<file path="src/rtl/score_sequencer.sv">
// Game score sequencer: IDLE/PLAY/OVER FSM with edge-detected collision/miss, saturating score and lives.
// Optional best-score tracking is enabled by defining SCORE_SEQUENCER_HIGHSCORE_EN.
module score_sequencer (
  input  logic       clk,
  input  logic       rst,
  input  logic       start,
  input  logic       collision,
  input  logic       miss,
  output logic [7:0] score,
  output logic [7:0] high_score,
  output logic [1:0] lives,
  output logic [1:0] state,
  output logic       game_over,
  output logic       score_inc
);

  typedef enum logic [1:0] {
    IDLE = 2'b00,
    PLAY = 2'b01,
    OVER = 2'b10,
    BAD  = 2'b11
  } state_t;

  state_t     r_state;
  logic [7:0] r_score;
  logic [1:0] r_lives;
  logic       r_game_over;
  logic       r_score_inc;
  logic       r_col_q;
  logic       r_miss_q;

  logic       w_col_evt;
  logic       w_miss_evt;
  logic       w_can_inc;
  logic       w_enter_over;
  logic [7:0] w_score_final;

  assign w_col_evt     = collision & ~r_col_q;
  assign w_miss_evt    = miss & ~r_miss_q;
  assign w_can_inc     = w_col_evt && (r_score != 8'hFF);
  assign w_enter_over  = (r_state == PLAY) && w_miss_evt && (r_lives == 2'd1);
  assign w_score_final = w_can_inc ? r_score + 8'd1 : r_score;

  // NOTE: all state here uses non-blocking assignments so every register sees pre-edge values.
  always_ff @(posedge clk or posedge rst) begin
    if (rst) begin
      r_state     <= IDLE;
      r_score     <= 8'd0;
      r_lives     <= 2'd3;
      r_game_over <= 1'b0;
      r_score_inc <= 1'b0;
      // Edge registers reset high so a level held across reset is not taken as an event.
      r_col_q     <= 1'b1;
      r_miss_q    <= 1'b1;
    end else begin
      r_col_q     <= collision;
      r_miss_q    <= miss;
      r_score_inc <= 1'b0;
      case (r_state)
        IDLE: begin
          r_score     <= 8'd0;
          r_lives     <= 2'd3;
          r_game_over <= 1'b0;
          if (start) r_state <= PLAY;
        end
        PLAY: begin
          if (w_can_inc) begin
            r_score     <= r_score + 8'd1;
            r_score_inc <= 1'b1;
          end
          if (w_miss_evt) begin
            r_lives <= r_lives - 2'd1;
            if (r_lives == 2'd1) begin
              r_state     <= OVER;
              r_game_over <= 1'b1;
            end
          end
        end
        OVER: begin
          if (start) begin
            r_state     <= PLAY;
            r_score     <= 8'd0;
            r_lives     <= 2'd3;
            r_game_over <= 1'b0;
          end
        end
        default: begin
          r_state     <= IDLE;
          r_game_over <= 1'b0;
        end
      endcase
    end
  end

`ifdef SCORE_SEQUENCER_HIGHSCORE_EN
  logic [7:0] r_high_score;

  // Compare against the final score so a last-cycle hit still counts.
  always_ff @(posedge clk or posedge rst) begin
    if (rst) begin
      r_high_score <= 8'd0;
    end else if (w_enter_over && (w_score_final > r_high_score)) begin
      r_high_score <= w_score_final;
    end
  end

  assign high_score = r_high_score;
`else
  logic w_unused;
  assign w_unused   = w_enter_over ^ (^w_score_final);
  assign high_score = 8'd0;
`endif

  assign score     = r_score;
  assign lives     = r_lives;
  assign state     = r_state;
  assign game_over = r_game_over;
  assign score_inc = r_score_inc;

endmodule

</file>
<file path="config.mk">
export PLATFORM = sky130hd
export DESIGN_NAME = score_sequencer
export DESIGN_NICKNAME = d
export VERILOG_FILES = /design/src/rtl/score_sequencer.sv
export SDC_FILE = /design/constraint.sdc
export NUM_CORES = 1
export LEC_CHECK = 0
export CAP_MARGIN = 10
export CELL_PAD_IN_SITES_DETAIL_PLACEMENT = 1
export CELL_PAD_IN_SITES_GLOBAL_PLACEMENT = 2
export CORE_UTILIZATION = 29
export DETAILED_ROUTE_END_ITERATION = 12
export PLACE_DENSITY = 0.78
export SLEW_MARGIN = 20
export SYNTH_ARGS = -nofsm -noshare
export SYNTH_HDL_FRONTEND = slang
export SYNTH_SLANG_ARGS = --single-unit
export TNS_END_PERCENT = 30
</file>
<file path="constraint.sdc">
create_clock -name clk -period 2.75 [get_ports clk]
set_input_delay 0.825 -clock clk [delete_from_list [all_inputs] [get_ports clk]]
set_output_delay 0.825 -clock clk [all_outputs]
set_load 0.03 [all_outputs]
</file>
# == Word level (Yosys, flattened, before mapping) ==
# Cells that the tools add are included.
# word_totals
output_inout_bits,22
wordCells,46
regBits,16
input_bits,5
# op_classes
addsub,2
n_reduce_logical,8
eq_ne,9
mux,16
n_bitwise,4
# op_table
operator,n
8-bit one-hot mux with 3 select lines,1
8-bit two-way mux,2
3-bit AND reduction,4
2-bit two-way mux,5
8-bit by 1-bit adder with 8-bit output (second input constant),1
8-bit != test (second input constant),1
2-bit != test (second input constant),3
2-bit one-hot mux with 3 select lines,1
1-bit two-way mux,5
2-bit by 1-bit == test with 1-bit output (second input constant),2
2-bit by 1-bit != test with 1-bit output (second input constant),2
2-bit one-hot mux with 2 select lines,1
3-bit nonzero test,1
1-bit AND,2
2-bit == test (second input constant),1
2-bit zero test,1
1-bit inverter,2
1-bit one-hot mux with 2 select lines,1
2-bit OR reduction,1
2-bit by 1-bit subtractor with 2-bit output (second input constant),1
1-bit logical AND,1

# == Longest topological paths before layout ==
# Gate-level depths: netlist of the first run.
# logic_depth
depth_word,5
mapped_depth,6
depth_no_buf,6

# == Least setup slack after synthesis of the first run ==
# OpenSTA, ideal clock, no wires.
# synth_timing
path_type,in2reg
start,in collision
end,reg r_score[1] (netlist: score[1])
setup_time_ns,0.079
arrival_ns,1.597
path_slack_ns,1.073
n_path_buf,0
path_stages,4
t_required_ns,2.671
path_cell_list,and2b_1 -> o21ai_0 -> a21oi_2 -> mux2i_1
# synth_via
elab_chain_cells,4
# synth_lines
item,line,text
"start, declared",7,"input logic collision,"
1-bit AND,38,assign w_col_evt = collision & ~r_col_q;
1-bit logical AND,40,assign w_can_inc = w_col_evt && (r_score != 8'hFF);
2-bit != test (no source line),n/a,
3-bit AND reduction (no source line),n/a,
"end signal, assigned",68,r_score <= r_score + 8'd1;
"end, declared",25,logic [7:0] r_score;
# No other way between the ends.
# A chain may end at the register's enable or synchronous reset.

# == Worst setup path in the final report of the first run ==
# layout_timing
start,reg r_lives[0] (netlist: lives[0])
end,out lives[0]
# layout_rtl
item,line,text
"start, declared",26,logic [1:0] r_lives;
"start signal, assigned",72,r_lives <= r_lives - 2'd1;
"end, declared",11,"output logic [1:0] lives,"
# No word-level cell between the ends.

==> results of run 1 <==
## cells in the mapped netlist (2+ instances only)
master and number:
a21boi_0 2, a21oi_1 2, a31oi_1 4, and2_1 3, buf_4 9, dfrtp_1 12, dfstp_2 4, ha_1 2
inv_1 8, mux2i_1 2, nand2_1 5, nand2b_1 2, nand3_1 2, nand4_1 2, nor2_1 3, nor2b_1 3
o21ai_0 5
## flip-flops by register name (all words and copies together) (netlist names)
signal     cells
game_over      1
r_col_q        1
state          2
r_miss_q       1
score          8
score_inc      1
lives          2
## cell usage in the layout, fill, tap and decap left out, types with 2 or more instances in the layout
cell type,n
dfrtp_1,12
nand4_1,2
nand3_1,2
nand2b_1,2
a21boi_0,2
conb_1,8
ha_1,2
a31oi_1,4
mux2i_1,2
nor2b_1,3
dfstp_2,4
nand2_1,5
a21oi_1,2
nor2_1,3
and2_1,3
o21ai_0,5
clkbuf_4,3
inv_1,8
clkdlybuf4s50_1,18
## where the power goes
group | switching, mW | internal [mW] | leakage [nW]
Clock | 0.0743 | 0.0806 | 0.0210
Sequential | 0.0835 | 0.314 | 0.198
Combinational | 0.300 | 0.221 | 0.278
## how the worst max path moves through the flow
stage	startpoint	endpoint	depth (start not counted)
final	lives[0]$_DFFE_PP1P_	lives[0]	1
after global routing	lives[0]$_DFFE_PP1P_	lives[0]	1
after CTS	lives[0]$_DFFE_PP1P_	lives[0]	1
after detailed placement	collision	score[5]$_DFFE_PP0P_	5
after global placement	collision	score[1]$_DFFE_PP0P_	5
after floorplan	collision	score[1]$_DFFE_PP0P_	4
## per-layer routing
metal	global-route usage [%]	wire, um	share of wire [%]
met1	17.1	819	46
met2	21.1	864	49
met3	2.07	60	3.4
met4	6.27	28	1.6
met5	0	0	0
## kinds of logic after synthesis
kind of cell	Yosys count	synth area share (%)
other	1	0.438
adder cells (fa/ha/maj)	2	2.92
AO/OA/AOI/OAI	21	18.8
buffers and inverters	17	11.4
AND/OR/NAND/NOR	24	15.5
multiplexers	3	3.65
flip-flops	16	47.3
## stage by stage
stage                     util (%)  std cells  worst slack (ns)  hold slack, ns
after floorplan                  -         91              1.07           0.630
after global placement        37.5        132             0.463           0.508
after detailed placement      37.5        132             0.383           0.512
after CTS                     38.8        136             0.393           0.535
after global routing          38.8        136             0.354           0.556
final                         38.8        136             0.417           0.526
## layout make-up
| class | instances | area, um2 |
|---|---|---|
| clock buffer | 4 | 36.3 |
| fill | 330 | 1700 |
| inverter | 8 | 30.0 |
| multi-input combinational | 58 | 380 |
| sequential | 16 | 405 |
| tap | 31 | 38.8 |
| timing repair buffer | 19 | 188 |
==> impl_metrics.py, run 1 <==
metrics = {
    "cts": {
        "cts_buffers": 3,
        "cts_max_path_buffers": 2,
        "clkSlewWorstSetupHoldPaths_ns": 0.09,
        "cts.repair.resized": 0,
        "cts_root_buf": "clkbuf_4",
        "clock-sinks": 16,
        "cts_tree": "built",
        "cts_setup_buffers": 0,
        "postCtsHoldBufs": 0,
        "clk_latency_ns": 0.29,
        "h-tree-depth": 1,
    },
    "worst_setup_path": {
        "arrival_ns": 1.51,
        "cp_max_fo": 3,
        "reg2reg_depth": 5,
        "cp_top_family": "buffers and inverters",
        "slowest_delay_ns": 0.67,
        "reg2reg_to": "score[5]$_DFFE_PP0P_",
        "crit_chain": "clkdlybuf4s50_1",
        "crit_type": "reg2out",
        "r2r_start": "score[0]$_DFFE_PP0P_",
        "cp.required_ns": 1.93,
        "cp-start-kind": "register",
        "crit_buf_inv": 1,
        "slowest_stage": "clkdlybuf4s50_1",
        "rrSetupSlack_ns": 1.12,
        "end_kind": "output port",
    },
    "sta": {
        "finalClockSkew_ns": 0.000792,
        "max_freq_mhz": 429,
        "hold_viol_final": 0,
        "worst_pin_slew_ns": 0.604,
        "setup_viol": 0,
        "fin_crit_ns": 2.33,
        "rsz0062_at_grt": "false",
        "relSlewSlack_pct": 59.7,
        "slew_violations": 0,
        "setup_tns_ns": 0,
        "post-route-period-util_pct": 84.8,
    },
    "cells_and_area": {
        "drive_gt1_share_pct": 14.3,
        "diodes": 0,
        "postLayoutCellArea_um2": 1080,
        "fin_nets": 113,
        "area_delta_synth_final_pct": 25.8,
    },
    "placed_design": {
        "gp_congestion": 0.727,
        "port-buffer-count": 18,
        "postPlaceCellArea_um2": 1040,
        "hpwl_um": 1320,
    },
    "detailed_routing": {
        "routedWlPerCell_um": 13.0,
        "via_per_inst": 4.78,
        "first_pass_iters": 3,
        "drt.antenna.violating_nets": 0,
        "drt-total-wl_um": 1770,
        "num_vias": 650,
        "drc": 0,
        "drt_iter0_markers": 8,
    },
    "yosys": {
        "avgSynthCellArea_um2": 10.2,
        "synth-edff-count": 0,
        "yosys.area.top_type_share_pct": 35.0,
        "ys_warn_count": 0,
        "synth-seq-cells": 16,
        "postSynthCellCount": 84,
        "async_flop_share_pct": 100,
        "yosysUniqueCellTypes": 31,
        "ys.flop_type": "dfrtp_1",
        "yosysSeqAreaShare_pct": 47.3,
        "synth_top_cell_by_area": "dfrtp_1",
        "synth_area_leaders": "dfrtp_1 (35%), dfstp_2 (12%), buf_4 (7.9%), inv_1 (3.5%), a31oi_1 (2.9%)",
        "syn_area_um2": 857,
    },
    "hold_path": {
        "holdPathStages": 1,
        "worstHoldStart": "score[7]$_DFFE_PP0P_",
        "min_to": "score[7]$_DFFE_PP0P_",
        "hold_class": "reg2reg",
    },
    "die": {
        "floorplan.initialDensity_pct": 30.8,
        "dieArea_um2": 3180,
        "io_pins": 27,
        "die_width_um": 56.4,
        "core_area_um2": 2780,
        "rows": 19,
        "die_h_um": 56.4,
    },
    "pwr": {
        "leakagePower_nw": 0.497,
        "power.total_mw": 1.07,
        "max-vdd-ir-drop_mv": 0.448,
        "power_density_nw_per_um2": 995,
    },
    "global_routing": {
        "overflow": 0,
        "grt_pass1_wl_um": 3220,
        "grt.total_usage_pct": 13.1,
        "grt_pass1_vias": 696,
        "grt_max_degree": 17,
        "antenna_found_initial": 0,
    },
    "flow_run": {
        "drv_cap": 0,
    },
    "status": {
        "status": "completed",
    },
}
Note: power is estimated with default switching activity, not from simulation.
==> run 2, diff against run 1 <==
Settings changed: CORE_UTILIZATION 29 to 24, PLACE_DENSITY 0.78 to 0.69.
Clock period 2.75 ns to 2 ns, I/O delays scaled along.
==> impl_metrics.py, run 2 (synthesis results as in run 1) <==
metrics = {
    "status": {
        "status": "completed",
    },
    "pwr": {
        "switching_share_pct": 44.1,
        "power_frac_clock_pct": 15.3,
        "max-vdd-ir-drop_mv": 0.239,
        "p_seq_share_pct": 36.2,
        "leakagePower_nw": 0.541,
        "power_density_nw_per_um2": 1320,
        "p_sw_uw": 644,
        "power.total_mw": 1.46,
        "comb_power_share_pct": 48.5,
        "p_int_uw": 816,
    },
    "cells_and_area": {
        "diodes": 0,
        "fin_util_pct": 32.6,
        "postLayoutCellArea_um2": 1110,
        "area_delta_synth_final_pct": 29.1,
        "layout_common_cells": "dfrtp_1 (12), dlygate4sd2_1 (11), inv_1 (8), conb_1 (8), clkdlybuf4s50_1 (7)",
        "fin_cells": 154,
        "final_common_cell": "dfrtp_1",
        "drive_gt1_share_pct": 16.7,
        "fin_nets": 116,
        "largest_reg_flops": 8,
    },
    "placed_design": {
        "post-place-cells": 150,
        "port-buffer-count": 18,
        "postPlaceCellArea_um2": 1080,
        "hpwl_um": 1380,
        "gp_congestion": 0.736,
    },
    "die": {
        "die_h_um": 61.8,
        "io_pins": 27,
        "floorplan.initialDensity_pct": 25.3,
        "core_area_um2": 3390,
        "die_width_um": 61.8,
        "dieArea_um2": 3810,
        "rows": 21,
    },
    "global_routing": {
        "grt_max_degree": 17,
        "grt.total_usage_pct": 11.5,
        "grt_pass1_wl_um": 3090,
        "antenna_found_initial": 0,
        "use_met3_pct": 1.86,
        "gr-usage-met1_pct": 13.8,
        "overflow": 0,
        "grt_pass1_vias": 682,
        "top_usage_layer": "met2",
        "use_met2_pct": 19.4,
    },
    "cts": {
        "cts_setup_buffers": 0,
        "h-tree-depth": 1,
        "cts_max_path_buffers": 2,
        "clock-sinks": 16,
        "cts_root_buf": "clkbuf_4",
        "cts_tree": "built",
        "postCtsHoldBufs": 0,
        "clkSlewWorstSetupHoldPaths_ns": 0.10,
        "clk_latency_ns": 0.29,
        "cts_buffers": 3,
    },
    "detailed_routing": {
        "routedWlPerCell_um": 12.2,
        "first_pass_iters": 4,
        "num_vias": 673,
        "drt.antenna.violating_nets": 0,
        "drt-total-wl_um": 1880,
        "drt_iter0_markers": 8,
        "via_per_inst": 4.37,
        "drc": 0,
    },
    "sta": {
        "setup_tns_ns": 0,
        "finalClockSkew_ns": 0.00364,
        "slew_violations": 0,
        "post-route-period-util_pct": 96.9,
        "rsz0062_at_grt": "false",
        "setup_viol": 0,
        "hold_viol_final": 0,
        "max_freq_mhz": 516,
        "fin_crit_ns": 1.94,
    },
    "worst_setup_path": {
        "crit_buf_inv": 1,
        "end_kind": "output port",
        "crit_chain": "clkdlybuf4s50_1",
        "cp_max_fo": 3,
        "cp-start-kind": "register",
        "slowest_delay_ns": 0.67,
        "cp_top_family": "buffers and inverters",
        "crit_type": "reg2out",
        "cp.required_ns": 1.40,
        "arrival_ns": 1.34,
        "slowest_stage": "clkdlybuf4s50_1",
    },
    "flow_run": {
        "drv_cap": 0,
    },
    "hold_path": {
        "hold_class": "reg2reg",
    },
}
run 2: changes by cell type in the layout (fill, tap and decap cells not counted):
cell and change:
dlygate4sd2_1 +11, clkdlybuf4s50_1 -11, buf_4 +3
run 2: final cells by class:
class	instances	area, um2
multi-input cells	58	380
clock buffers	4	36.3
well taps	46	57.6
inverters	8	30.0
flip-flops and latches	16	405
fillers	390	2280
repair buffers	22	196
run 2: timing repair:
| action | CTS | global route |
|---|---|---|
| setup endpoints to repair | 11 | 0 |
| resized for setup | 11 | 0 |
| hold endpoints to repair | 0 | 0 |
run 2: stage by stage:
stage          worst slack [ns]  hold slack, ns
2_1_floorplan             0.333           0.511
3_3_place_gp             0.0680           0.516
3_5_place_dp           -0.00865           0.511
4_1_cts                  0.0396           0.526
5_1_grt                 0.00940           0.547
6_report                 0.0612           0.510
run 2: worst reg2reg max path: cells and delay by family (launching register included):
family                   cells  cell delay (ns)
flip-flops                   1             0.41
adder cells (fa/ha/maj)      1             0.22
buffers and inverters        1             0.14
AND/OR/NAND/NOR              1             0.16
AO/OA/AOI/OAI                3             0.55
run 2: final timing paths:
| check | from | slack, ns | cells after the start | end |
|---|---|---|---|---|
| worst min register to register | score[7]$_DFFE_PP0P_ | 0.51 | 1 | score[7]$_DFFE_PP0P_ |
| worst max register to register | score[0]$_DFFE_PP0P_ | 0.41 | 6 | score[3]$_DFFE_PP0P_ |
| worst min-delay path | score[7]$_DFFE_PP0P_ | 0.51 | 1 | score[7]$_DFFE_PP0P_ |
| worst max-delay path | game_over$_DFFE_PP0P_ | 0.06 | 1 | game_over |
| min in group asynchronous | rst | 0.60 | 3 | state[0]$_DFFE_PP0P_ |
| max in group asynchronous | rst | 1.15 | 3 | lives[1]$_DFFE_PP1P_ |
run 2: layer usage:
metal,up-vias,part of all wire (%)
met2,17,49
met3,2,2.8
li1,321,-
met5,-,0
met1,333,47
met4,0,0.90
run 2: power groups by stage:
stage,combinational (mW),sequential (mW),clock [mW]
after floorplan,0.290,0.721,0
after global placement,0.755,0.538,0
after detailed placement,0.767,0.542,0
after CTS,0.717,0.534,0.234
after global routing,0.775,0.546,0.243
final,0.708,0.529,0.223
